File: config.mk
export PLATFORM = sky130hd
export DESIGN_NAME = bcd_serial_sub
export DESIGN_NICKNAME = d
export VERILOG_FILES = /design/src/rtl/bcd_serial_sub.sv
export SDC_FILE = /design/constraint.sdc
export NUM_CORES = 1
export LEC_CHECK = 0
export BUFFER_PORTS_ARGS = -buffer_cell sky130_fd_sc_hd__buf_2
export CAP_MARGIN = 20
export CORE_MARGIN = 1.5
export CORE_UTILIZATION = 48
export CTS_CLUSTER_DIAMETER = 120
export DETAILED_ROUTE_END_ITERATION = 16
export GPL_TIMING_DRIVEN = 0
export PLACE_DENSITY = 0.75
export SKIP_CTS_REPAIR_TIMING = 1
export SLEW_MARGIN = 20
export SYNTH_ARGS = -nofsm -noshare
export SYNTH_HDL_FRONTEND = slang
export SYNTH_SLANG_ARGS = --single-unit
File: constraint.sdc
create_clock -name clk -period 3.1 [get_ports clk]
set_clock_uncertainty 0.05 [all_clocks]
set_input_delay 0 -clock clk [delete_from_list [all_inputs] [get_ports clk]]
set_output_delay 0 -clock clk [all_outputs]
set_load 0.01 [all_outputs]
File: src/rtl/bcd_serial_sub.sv
// rtl/bcd_serial_sub.sv - digit-serial BCD subtractor, diff = a - b - bin mod 10^DIGITS, LSD first.
// Optional BCD_SUB_SIGNMAG_EN: negative results are re-negated so diff holds the magnitude and bout the sign.
module bcd_serial_sub #(
    parameter int DIGITS = 4
) (
    input  logic                clk,
    input  logic                rst,
    input  logic                start,
    input  logic [4*DIGITS-1:0] a,
    input  logic [4*DIGITS-1:0] b,
    input  logic                bin,
    output logic                busy,
    output logic                done,
    output logic [4*DIGITS-1:0] diff,
    output logic                bout,
    output logic                err
);

    localparam int W  = 4 * DIGITS;
    localparam int CW = (DIGITS > 1) ? $clog2(DIGITS) : 1;

    typedef enum logic [1:0] {
        S_IDLE,
        S_RUN,
        S_DONE,
        S_NEG
    } state_t;

    state_t          state;
    state_t          state_n;
    logic [W-1:0]    a_r;
    logic [W-1:0]    b_r;
    logic [W-1:0]    diff_r;
    logic [CW-1:0]   cnt;
    logic            borrow;
    logic            bout_r;
    logic            err_r;

    logic [3:0]      op_a;
    logic [3:0]      op_b;
    logic [4:0]      t;
    logic [3:0]      d;
    logic            borrow_n;
    logic            last;
    logic            in_err;

    // One digit of the subtraction; in NEG the minuend is zero and the subtrahend is the stored result.
    always_comb begin
        op_a = a_r[cnt*4 +: 4];
        op_b = b_r[cnt*4 +: 4];
`ifdef BCD_SUB_SIGNMAG_EN
        if (state == S_NEG) begin
            op_a = 4'd0;
            op_b = diff_r[cnt*4 +: 4];
        end
`endif
        t = {1'b0, op_a} - {1'b0, op_b} - {4'd0, borrow};
        if (t[4]) begin
            d        = t[3:0] + 4'd10;
            borrow_n = 1'b1;
        end else begin
            d        = t[3:0];
            borrow_n = 1'b0;
        end
    end

    assign last = (cnt == CW'(DIGITS - 1));

    always_comb begin
        in_err = 1'b0;
        for (int i = 0; i < DIGITS; i++) begin
            if (a[i*4 +: 4] > 4'd9 || b[i*4 +: 4] > 4'd9) begin
                in_err = 1'b1;
            end
        end
    end

    always_ff @(posedge clk) begin
        if (rst) begin
            state <= S_IDLE;
        end else begin
            state <= state_n;
        end
    end

    always_comb begin
        state_n = state;
        case (state)
            S_IDLE: begin
                if (start) begin
                    state_n = S_RUN;
                end
            end
            S_RUN: begin
                if (last) begin
`ifdef BCD_SUB_SIGNMAG_EN
                    state_n = borrow_n ? S_NEG : S_DONE;
`else
                    state_n = S_DONE;
`endif
                end
            end
            S_NEG: begin
                if (last) begin
                    state_n = S_DONE;
                end
            end
            S_DONE: begin
                state_n = S_IDLE;
            end
            default: begin
                state_n = S_IDLE;
            end
        endcase
    end

    always_ff @(posedge clk) begin
        if (rst) begin
            a_r    <= '0;
            b_r    <= '0;
            diff_r <= '0;
            cnt    <= '0;
            borrow <= 1'b0;
            bout_r <= 1'b0;
            err_r  <= 1'b0;
        end else begin
            case (state)
                S_IDLE: begin
                    if (start) begin
                        a_r    <= a;
                        b_r    <= b;
                        borrow <= bin;
                        cnt    <= '0;
                        err_r  <= in_err;
                        bout_r <= 1'b0;
                    end
                end
                S_RUN: begin
                    diff_r[cnt*4 +: 4] <= d;
                    borrow             <= borrow_n;
                    if (last) begin
                        cnt    <= '0;
                        bout_r <= borrow_n;
`ifdef BCD_SUB_SIGNMAG_EN
                        borrow <= 1'b0;
`endif
                    end else begin
                        cnt <= cnt + 1'b1;
                    end
                end
                S_NEG: begin
                    // The final borrow of the negation is irrelevant; bout already records the sign.
                    diff_r[cnt*4 +: 4] <= d;
                    borrow             <= borrow_n;
                    cnt                <= last ? '0 : cnt + 1'b1;
                end
                default: begin
                end
            endcase
        end
    end

    assign busy = (state == S_RUN) || (state == S_NEG);
    assign done = (state == S_DONE);
    assign diff = diff_r;
    assign bout = bout_r;
    assign err  = err_r;

endmodule

==> run summary, run 1 <==
The part of the power in combinational logic came out at between 20% and 30%. The synthesis-to-finish area growth is 34.2%. The period utilization is a little over nine tenths. The slowest stage of the critical path is the sky130_fd_sc_hd__mux4_2 cell.

The vias after detailed routing is between 2000 and 2500. The global routing usage on met2 is a little over a third. Cells with a size suffix above 1 make up 23.7% of the layout. Summing all flip-flop and latch instances after layout gives between 1000 and 1500 um^2. The root buffer cell chosen for the clock tree is sky130_fd_sc_hd__clkbuf_8.

The number of antenna violations at the first check in global routing came to 0. The clock tree synthesis step divided the H-tree into 2 levels. The final instance count without filler cells came out at between 400 and 500. After the first detailed-routing iteration, the DRC count stood at 120.

The number of enable flip-flop cells after synthesis came out at 0. Detailed placement finished with a half-perimeter wire length of about 4500 um. For this run, design rule violations remaining after detail routing come to 0. In the post-synthesis netlist, the biggest area contributors are sky130_fd_sc_hd__dfxtp_1 (43%), sky130_fd_sc_hd__nand2_1 (10%), sky130_fd_sc_hd__mux4_2 (7.1%).

For this run, the top clock speed supported by timing is around 330 MHz. In this run, the clock network consumes 23.5% of the power. The clock tree buffer depth came out at 2. The largest stage delay on the critical path is about 530 ps. The internal power of the cells totals approximately 1.1 mW.

The finished cells cover between 3000 and 4000 um^2. The register clock-pin slew on the reported worst setup and hold paths came out at ~90 ps. The global placement routability congestion is approximately 0.88. Synthesis inferred 55 register bits. The number of nets with antenna violations after detailed routing is 0. The post-place instance area came out at about 3000 um^2.

Along the worst path, the maximum fanout reaches 10. The share of flip-flops with an asynchronous set or reset after synthesis came out at 0%. The category of the critical setup timing path is reg2reg.

The type of destination of the critical path is a flip-flop. The number of inserted diodes is 0. The proportion of synthesized chip area in sequential cells came out at 43.1%. The number of buffers created by CTS came out at 5. Net switching is slightly below 30% of the power. The data arrival time of the worst path came out at approximately 3200 ps. Global routing consumed, on the met3 layer, under 10% of the routing resources. Entering global routing, the biggest net connects 15 pins.

The standard cell core area came out at 5110 um^2. The critical path required time is about 3300 ps. The CTS tree is yes. In the global route stage, overall resource usage came out at a little over a fifth. The count of port buffers added during placement came out at between 50 and 60.

The class of the tightest hold or removal check is in2reg. The post-route minimum period came out at ~3000 ps. In this run the cell area of the synthesized design comes to 2550 um^2. Summed over all cells, the static leakage comes to approximately 1.4 nW. The total of warnings raised by yosys is 0. The fraction of power consumed by sequential logic is 49.1%. The insertion delay of the later-clocked pin in the worst-skew pair is approximately 300 ps. The count of nets after finishing is 445. The kind of start point of the critical path is a flip-flop.

The worst-case IR drop observed on VDD is around 0.36 mV. By count the netlist is led by sky130_fd_sc_hd__nand2_1 (71), sky130_fd_sc_hd__dfxtp_1 (55), sky130_fd_sc_hd__a21oi_1 (35). The most frequent cell after synthesis is sky130_fd_sc_hd__nand2_1. Setup violations remaining at the end of the flow were counted as 0. In this design, the critical path's most frequently occurring cell is sky130_fd_sc_hd__fa_2. The starting density of the core came out at 50.0%. met2 is the most crowded layer. The floorplan step set the die height to around 76 um. The die area came out at between 5000 and 6000 um^2. The number of vias per cell came out at approximately 5.3. The global-route wire length before repair is between 10000 and 15000 um. Summed over all layers, the global routing overflow is 0. The boundary pin count came out at between 50 and 60. The area of combinational cells with multiple inputs is ~1400 um^2.

The gate count of the mapped netlist is 300. The actual transition at the worst max-transition pin came out at slightly above 800 ps. The row count is 26. The flow ran to the end, and the final reports show no timing, DRC or antenna violations. The count of TritonRoute iterations in the first routing pass came out at 4. The number of global-route vias before repair is 2232. The power spent charging and discharging nets came out at 456 uW.

The area share of the largest cell type after synthesis is between 40 and 50%. For this design, the sink count on the clock tree is 55. The layout filler cell count is 431. The routed wirelength normalized by instance count is approximately 14 um. The floorplan step set the die width to 75.9 um.

The total power per unit cell area came out at approximately 450 nW/um^2. Walking the worst path, the cells encountered are buf_12 > mux4_2 > fa_2 > inv_1 > fa_2 > inv_2 > ha_1 > nor2_4 > or4b_1 > nand3_1. The power consumption came out at approximately 1.5 mW. Max-cap violations in this run came to 0.

The number of placed instances, taps included, is between 400 and 500. The final wirelength is about 6600 um. The synthesized design spends more area on one cell type than any other, namely sky130_fd_sc_hd__dfxtp_1. The number of different library cells used by synthesis comes to 38. The max-slew violation count was 0. The worst slew margin relative to its limit came out at approximately 45%.

Counting every net in the synthesized netlist gives approximately 350. The met1 capacity usage during global routing is a little over a quarter. Among all flip-flop cells after synthesis, the most frequent one is sky130_fd_sc_hd__dfxtp_1. The mean area per synthesized cell is roughly 8.5 um^2. The count of endpoints failing hold in the final timing report came out at 0.
layer usage:
layer,vias up,wire [um]
met5,-,0
met4,0,91
met3,10,303
met2,67,3350
met1,1199,2910
li1,1218,-
cells by family (layout without fill, tap and decap cells):
family	after synthesis	count (layout)	share of synthesized area (%)
xor gates and xnor gates	3	3	1.32
DFF	55	55	43.1
and+or+nand+nor	124	124	21.7
adders and majority gates	11	11	5.98
buffers and inverters	33	130	5.00
AOI/OAI and AO/OA	64	64	14.9
muxes	10	10	7.94
cell type report:
type                    count  share of cell area (%)
plain buffers              19                    2.81
multi-input cells         212                    40.4
well taps                  70                    2.55
repair buffers             91                    18.3
inverters                  14                    1.53
flip-flops and latches     55                    32.2
clock buffers               6                    2.12
flip-flops by register name, summed over array words and instances, names as in the netlist:
name and flops:
diff 16, borrow 1, bout 1, a_r 16, state 2, err 1, b_r 16, cnt 2
critical path: cells and delay by family, from the launching register on:
kind                     cells  cell delay [ps]
adder cells (fa/ha/maj)      3              990
AND/OR/NAND/NOR              3              670
multiplexers                 1              530
flip-flops                   1              390
buffers and inverters        3              310
final timing paths:
check / start / slack, ps / cells after the start / end
worst min register to register: a_r[15] / 410 / 2 / a_r[15]
worst max-delay path: cnt[0] / 90 / 10 / diff[11]
worst min-delay path: start / 4 / 4 / bout
worst max register to register: cnt[0] / 90 / 10 / diff[11]
metrics by stage:
| step | setup TNS, ps | utilization [%] | hold slack, ps | setup slack (ps) |
|---|---|---|---|---|
| floorplan | 0 | - | 86.0 | 23.1 |
| global placement | -2920 | 57.1 | 194 | -340 |
| detailed placement | -3550 | 57.1 | 201 | -399 |
| CTS | -3860 | 58.5 | -125 | -426 |
| global route | -16.1 | 67.1 | 33.6 | -10.8 |
| finish | 0 | 67.1 | 3.94 | 86.1 |
power by group through the flow:
| stage | combinational (mW) | sequential [mW] | clock [mW] |
|---|---|---|---|
| after global routing | 0.465 | 0.763 | 0.392 |
| after CTS | 0.324 | 0.760 | 0.373 |
| after detailed placement | 0.322 | 0.777 | 0 |
| final | 0.425 | 0.760 | 0.363 |
| after global placement | 0.313 | 0.775 | 0 |
| after floorplan | 0.225 | 0.775 | 0 |
cells in the final DEF, fill, tap and decap left out, types with 2 or more instances in the layout:
master / count
sky130_fd_sc_hd__nand2_1: 71
sky130_fd_sc_hd__buf_2: 55
sky130_fd_sc_hd__dfxtp_1: 54
sky130_fd_sc_hd__a21oi_1: 35
sky130_fd_sc_hd__dlygate4sd3_1: 32
sky130_fd_sc_hd__nor2_1: 19
sky130_fd_sc_hd__clkbuf_1: 16
sky130_fd_sc_hd__inv_1: 12
sky130_fd_sc_hd__o21ai_0: 10
sky130_fd_sc_hd__a22oi_1: 9
sky130_fd_sc_hd__mux4_2: 8
sky130_fd_sc_hd__ha_1: 8
sky130_fd_sc_hd__nand3_1: 6
sky130_fd_sc_hd__nor3_1: 5
sky130_fd_sc_hd__nand4_1: 5
sky130_fd_sc_hd__clkbuf_8: 5
sky130_fd_sc_hd__buf_4: 5
sky130_fd_sc_hd__nand2b_1: 4
sky130_fd_sc_hd__a22oi_2: 3
sky130_fd_sc_hd__xnor2_2: 2
sky130_fd_sc_hd__inv_2: 2
sky130_fd_sc_hd__or4b_1: 2
sky130_fd_sc_hd__nor2b_1: 2
sky130_fd_sc_hd__fa_2: 2
No activity file was read; power rests on OpenSTA's default activity.
==> run 2, diff against run 1 <==
--- a/config.mk
+++ b/config.mk
@@ -5,14 +5,16 @@
 export SDC_FILE = /design/constraint.sdc
 export NUM_CORES = 1
 export LEC_CHECK = 0
+export ABC_AREA = 1
 export BUFFER_PORTS_ARGS = -buffer_cell sky130_fd_sc_hd__buf_2
 export CAP_MARGIN = 20
 export CORE_MARGIN = 1.5
-export CORE_UTILIZATION = 48
+export CORE_UTILIZATION = 49
 export CTS_CLUSTER_DIAMETER = 120
 export DETAILED_ROUTE_END_ITERATION = 16
 export GPL_TIMING_DRIVEN = 0
-export PLACE_DENSITY = 0.75
+export HOLD_SLACK_MARGIN = 0.06
+export PLACE_DENSITY = 0.76
 export SKIP_CTS_REPAIR_TIMING = 1
 export SLEW_MARGIN = 20
 export SYNTH_ARGS = -nofsm -noshare
==> run 2 against run 1 <==
  * Global-route usage increased by 1.9 points
  * Die area decreased by 1.0%
  * Register-to-register slack improved by 50 ps
  * Routed wire length increased by 14%
  * Via count increased by 13%
  * Power increased by 15%
  * Fmax increased by 1.7%
  * Worst hold slack improved by 70 ps
  * Flip-flop and latch count unchanged
  * First-iteration DRC count increased by 110%
  * Largest cell class unchanged
  * Sequential share of layout area decreased by 0.99 points
==> run summary, run 2 <==
The synthesized area came out at around 2600 um^2. The maximum level of the CTS H-tree is 2. Measured on the finished design, the core utilization comes to slightly below 70%. Cells with a size suffix above 1 make up a little over a fifth of the layout. The count of endpoints failing hold in the final timing report is 0. The gate count of the mapped netlist came out at 360. The cell sitting at the root of the clock tree is a sky130_fd_sc_hd__clkbuf_8. The actual transition at the worst max-transition pin came out at approximately 500 ps. The worst slew margin relative to its limit came out at between 60% and 70%. For the worst setup path, the data arrival time is around 3200 ps. The critical path required time is around 3300 ps. The number of antenna violations at the first check in global routing came out at 0.

The total power per unit cell area came out at between 500 and 600 nW/um^2. The largest stage delay on the critical path is approximately 450 ps. The number of nets handed over by synthesis was between 400 and 500.

The area share of the largest cell type after synthesis is a little over two fifths. The floorplan step set the die width to roughly 76 um. The slowest stage of the critical path belongs to the cell sky130_fd_sc_hd__fa_2. The number of violations of the max-capacitance limit came out at 0. The worst-case setup margin in the final layout is around 140 ps. The boundary pin count is 56. The global-route wire length before repair is between 10000 and 15000 um. The routed layout has approximately 2800 vias.

The number of sinks handled by clock tree synthesis came out at between 50 and 60. The kind of start point of the critical path is a flip-flop. TritonCTS built the clock tree.

The flip-flop and latch count after synthesis came out at 55. The die covers about 5700 um^2. The post-route minimum period is a little under 3000 ps. The number of endpoints failing setup at the final stage is 0. The flow ran to the end, and the final reports show no timing, DRC or antenna violations. The row count is 26. Timing analysis after detailed placement gives a worst setup slack of -349 ps.

The most frequent cell after synthesis is sky130_fd_sc_hd__nor2_1. The power consumption is around 1.8 mW. The count of nets after finishing came out at between 500 and 600. In the final routed layout, each cell accounts on average for 14.0 um.

In this run the worst hold path is classified as in2reg. The global placement routability congestion came out at approximately 0.84. The number of enable flip-flop cells after synthesis came out at 0. The most used flip-flop cell after synthesis is sky130_fd_sc_hd__dfxtp_1. Counting the buffers created by CTS gives 5.

The synthesis-to-finish area growth came out at 37.5%. The register clock-pin slew on the reported worst setup and hold paths came out at around 90 ps. Traced cell by cell, the critical path runs through inv_2 > buf_8 > buf_8 > nand2_1 > a32o_2 > fa_2 > inv_2 > fa_2 > inv_2 > ha_4 > inv_1 > nand3_1 > nand3_1 > nand2_1 > nand2_2 > nand2_4 > nand4_1 > a21oi_2. The detail route stage leaves a number of antenna-violating nets equal to 0. The DRC marker count from the first detailed-route iteration came out at about 250. The post-detailed-route DRC marker count came out at 0. The count of TritonRoute iterations in the first routing pass came out at 7. During synthesis, Yosys emitted a total of 0 warnings. The period utilization is a little over nine tenths. The global routing usage summed across all routing layers came out at between 20% and 30%. Static timing analysis puts the maximum clock frequency at roughly 340 MHz. The mean area per synthesized cell came out at 7.17 um^2.

The insertion delay of the later-clocked pin in the worst-skew pair came out at 310 ps. The starting density of the core came out at about half. For flop-to-flop paths, the worst setup slack is approximately 140 ps. The commonest cells after synthesis are sky130_fd_sc_hd__nor2_1 (85), sky130_fd_sc_hd__nand2_1 (58), sky130_fd_sc_hd__dfxtp_1 (55). The worst-path maximum fanout came out at 7. Entering global routing, the biggest net connects 16 pins. The die outline height came out at 75.6 um. The top cell types in the final layout, fill and taps aside, are sky130_fd_sc_hd__nor2_1 (84), sky130_fd_sc_hd__nand2_1 (57), sky130_fd_sc_hd__buf_2 (56). The category of the critical setup timing path is reg2reg. The total overflow left after global routing is 0.

The max-slew violation count is 0. The critical path contains buffers and inverters numbering 6 combined. The routed design has 7560 um of wire.

The count of port buffers added during placement came out at 55. The number of vias per cell came out at around 5.3. The number of inserted diodes is 0. The count of unique library cells instantiated by Yosys came out at 28.

The share of flip-flops with an asynchronous set or reset after synthesis is 0%. Among the stages of the critical path, the cell type that occurs most often is sky130_fd_sc_hd__inv_2. The commonest non-fill, non-tap cell in the layout is sky130_fd_sc_hd__nor2_1.

In this design, the largest share of critical-path delay is due to adder cells. The highest ir drop seen on vdd is between 0.3 and 0.4 mV. Yosys attributes the largest share of cell area to sky130_fd_sc_hd__dfxtp_1 (43%), sky130_fd_sc_hd__nor2_1 (12%), sky130_fd_sc_hd__o21ai_0 (10%). The proportion of synthesized chip area in sequential cells is 42.7%. The cell taking the most area after synthesis is sky130_fd_sc_hd__dfxtp_1. The clock tree buffer depth is 2.

STA classifies the critical path endpoint as a flip-flop. The HPWL reported at the end of detailed placement is 4770 um. The analysis attributes to cell leakage a power of around 1.6 nW. The number of global-route vias before repair is 2316.

The worst-case hold slack came out at 73.8 ps. The standard cell core area came out at approximately 5100 um^2.
-- run 2: cell families (layout without fill, tap and decap cells) --
family	Yosys count	count (layout)	share of synthesized area, %
adders and majority gates	11	11	5.92
buffers and inverters	39	147	6.06
xor gates and xnor gates	2	2	0.970
AOI/OAI and AO/OA	86	86	17.5
and+or+nand+nor	167	167	26.9
DFF	55	55	42.7
-- run 2: final cells by class --
class	count	area, um^2
fillers	420	1560
inverters	21	78.8
flip-flops and latches	55	1110
plain buffers	18	114
clock inverters	1	5.00
repair buffers	100	716
clock buffers	7	76.3
well taps	70	87.6
multi-input cells	266	1360
-- run 2: worst reg2reg max path, stage by stage, from the launching register on --
cell,delay [ps]
sky130_fd_sc_hd__dfxtp_4,380
sky130_fd_sc_hd__inv_2,70
sky130_fd_sc_hd__buf_8,120
sky130_fd_sc_hd__buf_8,110
sky130_fd_sc_hd__nand2_1,70
sky130_fd_sc_hd__a32o_2,240
sky130_fd_sc_hd__fa_2,410
sky130_fd_sc_hd__inv_2,70
sky130_fd_sc_hd__fa_2,450
sky130_fd_sc_hd__inv_2,100
sky130_fd_sc_hd__ha_4,140
sky130_fd_sc_hd__inv_1,40
sky130_fd_sc_hd__nand3_1,80
sky130_fd_sc_hd__nand3_1,90
sky130_fd_sc_hd__nand2_1,90
sky130_fd_sc_hd__nand2_2,60
sky130_fd_sc_hd__nand2_4,90
sky130_fd_sc_hd__nand4_1,110
sky130_fd_sc_hd__a21oi_2,150
-- run 2: path summary, 6_finish.rpt --
kind,endpoint,start,cells after the start
min,err,a[2],5
max,diff[7],cnt[0],18
max reg2reg,diff[7],cnt[0],18
min reg2reg,diff[1],diff[1],2
-- run 2: metal layers --
layer  vias to the layer above  global-route usage (%)  share of wire, %
li1                       1390                       -                 -
met1                      1303                    31.3                43
met2                       118                    40.2                50
met3                        15                    2.78               5.0
met4                         0                    6.75               2.4
met5                         -                       0                 0
-- run 2: power breakdown --
| group | switching (mW) | internal [mW] |
|---|---|---|
| combinational | 0.348 | 0.258 |
| clock | 0.226 | 0.159 |
| sequential | 0.0299 | 0.756 |
| total | 0.604 | 1.17 |
-- run 2: through the flow --
stage,setup TNS (ps),instance area [um^2],cells
floorplan,0,2580,360
global placement,-1840,2940,485
detailed placement,-2640,2940,485
CTS,-3140,3020,493
global route,-39.6,3550,538
finish,0,3550,538
==> run 3, diff against run 2 <==
==> config.mk (replaced) <==
export PLATFORM = sky130hd
export DESIGN_NAME = bcd_serial_sub
export DESIGN_NICKNAME = d
export VERILOG_FILES = /design/src/rtl/bcd_serial_sub.sv
export SDC_FILE = /design/constraint.sdc
export NUM_CORES = 1
export LEC_CHECK = 0
export ABC_AREA = 1
export CAP_MARGIN = 20
export CORE_MARGIN = 1.5
export CORE_UTILIZATION = 50
export CTS_CLUSTER_DIAMETER = 120
export DETAILED_ROUTE_END_ITERATION = 16
export DONT_BUFFER_PORTS = 1
export GPL_TIMING_DRIVEN = 0
export HOLD_SLACK_MARGIN = 0.06
export PLACE_DENSITY = 0.68
export SYNTH_ARGS = -nofsm -noshare
export SYNTH_HDL_FRONTEND = slang
export SYNTH_SLANG_ARGS = --single-unit
==> run 3 against run 2 <==
  * Clock power increased by 8.1%
  * Combinational power decreased by 17%
  * Critical path depth decreased by 1
  * Sequential power increased by 0.9%
  * Clock-buffer cell count decreased by 2
  * Non-clock buffer count decreased by 56
  * Sequential share of layout area increased by 3.0 points
  * Worst setup slack improved by 37 ps
==> run summary, run 3 (synthesis gave the netlist of run 2 again) <==
The run finished with clean final reports. The max-slew violation count came out at 0. The worst setup path is captured at a flip-flop. The repair_antennas step left the layout with diodes totalling 0.

Data arrives at the worst endpoint at 3130 ps. The worst pin sits at a relative slew slack of between 60% and 70%. The row count is 25. Detailed placement ended at an HPWL of around 4700 um. The highest ir drop seen on vdd came out at between 0.3 and 0.4 mV. The total power per unit cell area is approximately 530 nW/um^2.

The horizontal die dimension came out at 74.8 um. The smallest clock period supported by the final layout is computed as a little under 3000 ps. The starting density of the core came out at between 50 and 60%. The fraction of final layout cells with drive strength greater than 1 came out at between 10% and 20%. The upper clock frequency limit came out at between 300 and 400 MHz. The die outline height came out at 74.8 um.

The worst-path maximum fanout is 10. The number of global-route vias before repair was ~2300. The largest net degree at the start of global routing came out at 19. The number of sinks handled by clock tree synthesis came out at 55.

The number of antenna violations at the first check in global routing is 0. The count of TritonRoute iterations in the first routing pass is 4. The final global-route overflow total came out at 0. The period utilization is ~94%.

On the critical path, the stage with the largest delay is an instance of sky130_fd_sc_hd__fa_2. The insertion delay of the later-clocked pin in the worst-skew pair is 320 ps. The count of port buffers added during placement is 0. The global routing usage summed across all routing layers is 25.5%. The gate family responsible for the most delay along the worst path is adder cells.

The leakage power summed over all cells is roughly 1.3 nW. The tightest min-delay check is of the in2reg type. The critical path required time is 3310 ps. The DRC marker count from the first detailed-route iteration came out at between 100 and 150. By instance count, the cell type seen most on the critical path is sky130_fd_sc_hd__inv_1. The number of violations of the max-capacitance limit is 0. The number of nets with antenna violations after detailed routing came out at 0. The worst setup path is launched from a flip-flop. The worst-case hold slack is approximately 140 ps. Detailed routing inserted a total of around 2600 vias.

The library cell used most frequently in the layout, excluding fill and tap cells, is sky130_fd_sc_hd__nor2_1. The final wirelength is about 7000 um. The accumulated negative setup slack came out at 0 ps. The number of buffers and inverters on the critical path is 5. The die area is 5600 um^2. The synthesis-to-finish area growth is 25.6%. Setup violations remaining at the end of the flow were counted as 0.

In the routed layout, each cell is associated on average with a via count of about 5.3. The post-detailed-route DRC marker count is 0. Buffers inserted during clock tree synthesis total 5.

The count of endpoints failing hold in the final timing report came out at 0. The post-place instance area is about 2700 um^2. The clock tree buffer depth came out at 2.

The first global-routing pass estimated around 11000 um of wire. The congestion estimate from routability-driven global placement came to 0.860. Clock-pin slew was measured on the worst setup and hold paths at approximately 100 ps.

In the layout the commonest cells are sky130_fd_sc_hd__nor2_1 (83), sky130_fd_sc_hd__nand2_1 (58), sky130_fd_sc_hd__dfxtp_1 (53). The largest stage delay on the critical path is between 400 and 500 ps. With fillers left out, the area of the finished cells amounts to around 3200 um^2. The layout filler cell count is 453. In this run the number of H-tree levels came out at 2. For the pin with the worst max-slew slack, the measured transition is 482 ps. Setup repair after global routing left no endpoint under its margin. The standard cell core area came out at roughly 4800 um^2. The boundary pin count came out at 56. The CTS tree is yes. The net count of the finished layout is roughly 460. The routed wirelength normalized by instance count came out at between 10 and 15 um. The critical path goes through buf_4 > buf_6 > o21ai_1 > o22ai_2 > fa_2 > inv_1 > fa_2 > inv_1 > ha_1 > inv_1 > nand3_1 > nand3_1 > nand2_1 > nand2_1 > nand2_2 > nand4_1 > a21oi_1.

The root cell of the clock tree is sky130_fd_sc_hd__clkbuf_8. The worst setup path is of the reg2reg kind.
run 3: cell types whose count changed in the layout (fill, tap and decap cells not counted), sizes merged:
cell	delta
clkinv	+1
dlygate4sd3	+2
buf	-57
clkbuf	-3
clkinvlp	+2
run 3: path summary, 6_finish.rpt:
kind                              from  endpoint  slack, ps  cells past startpoint
worst max-delay path            cnt[0]  diff[15]        170                     17
worst min-delay path             start    a_r[3]        140                      3
worst max register to register  cnt[0]  diff[15]        170                     17
worst min register to register  a_r[3]    a_r[3]        410                      2
run 3: tightest hold or removal path, cell delays in order:
cell,delay (ps)
sky130_fd_sc_hd__nand2_1,200
sky130_fd_sc_hd__o21ai_0,220
sky130_fd_sc_hd__a21oi_1,40
run 3: power by group:
group          switching [mW]  total [mW]  internal (mW)
Combinational           0.299       0.506          0.207
Sequential             0.0365       0.792          0.756
Clock                   0.253       0.416          0.163
Total                   0.589        1.71           1.13
run 3: what timing repair did:
action                                  4_1_cts  5_1_grt
endpoints found under the hold margin        53        0
endpoints found under the setup margin       12        8
resized for setup                             8       15
gates cloned                                  0        1
hold buffers                                 36        0
buffers inserted                              0        9
pin swaps                                     0        4
run 3: stage by stage:
stage          total power [mW]  std cells  utilization, %  worst slack, ps
6_report                   1.71        480            66.8              174
3_5_place_dp               1.24        427            54.9             -319
2_1_floorplan              1.14        360               -              160
3_3_place_gp               1.23        427            54.9             -318
4_1_cts                    1.68        470            64.6            -7.04
5_1_grt                    1.81        480            66.8             11.8
run 3: area by class of cell:
class / count / area, um^2 / share of cell area, %
Multi-Input combinational cell: 266 / 1340 / 41.4
Sequential cell: 55 / 1110 / 34.2
Timing Repair Buffer: 45 / 428 / 13.2
Buffer: 17 / 98.8 / 3.05
Tap cell: 67 / 83.8 / 2.59
Inverter: 21 / 82.6 / 2.55
Clock buffer: 5 / 68.8 / 2.12
Clock inverter: 3 / 22.5 / 0.695
Timing Repair inverter: 1 / 5.00 / 0.154
run 3: layer usage:
layer | part of all wire, % | vias up | track usage (%)
met2 | 49 | 80 | 44.0
met1 | 44 | 1181 | 32.6
li1 | - | 1282 | -
met5 | 0 | - | 0
met4 | 2.2 | 0 | 8.08
met3 | 4.8 | 14 | 4.28
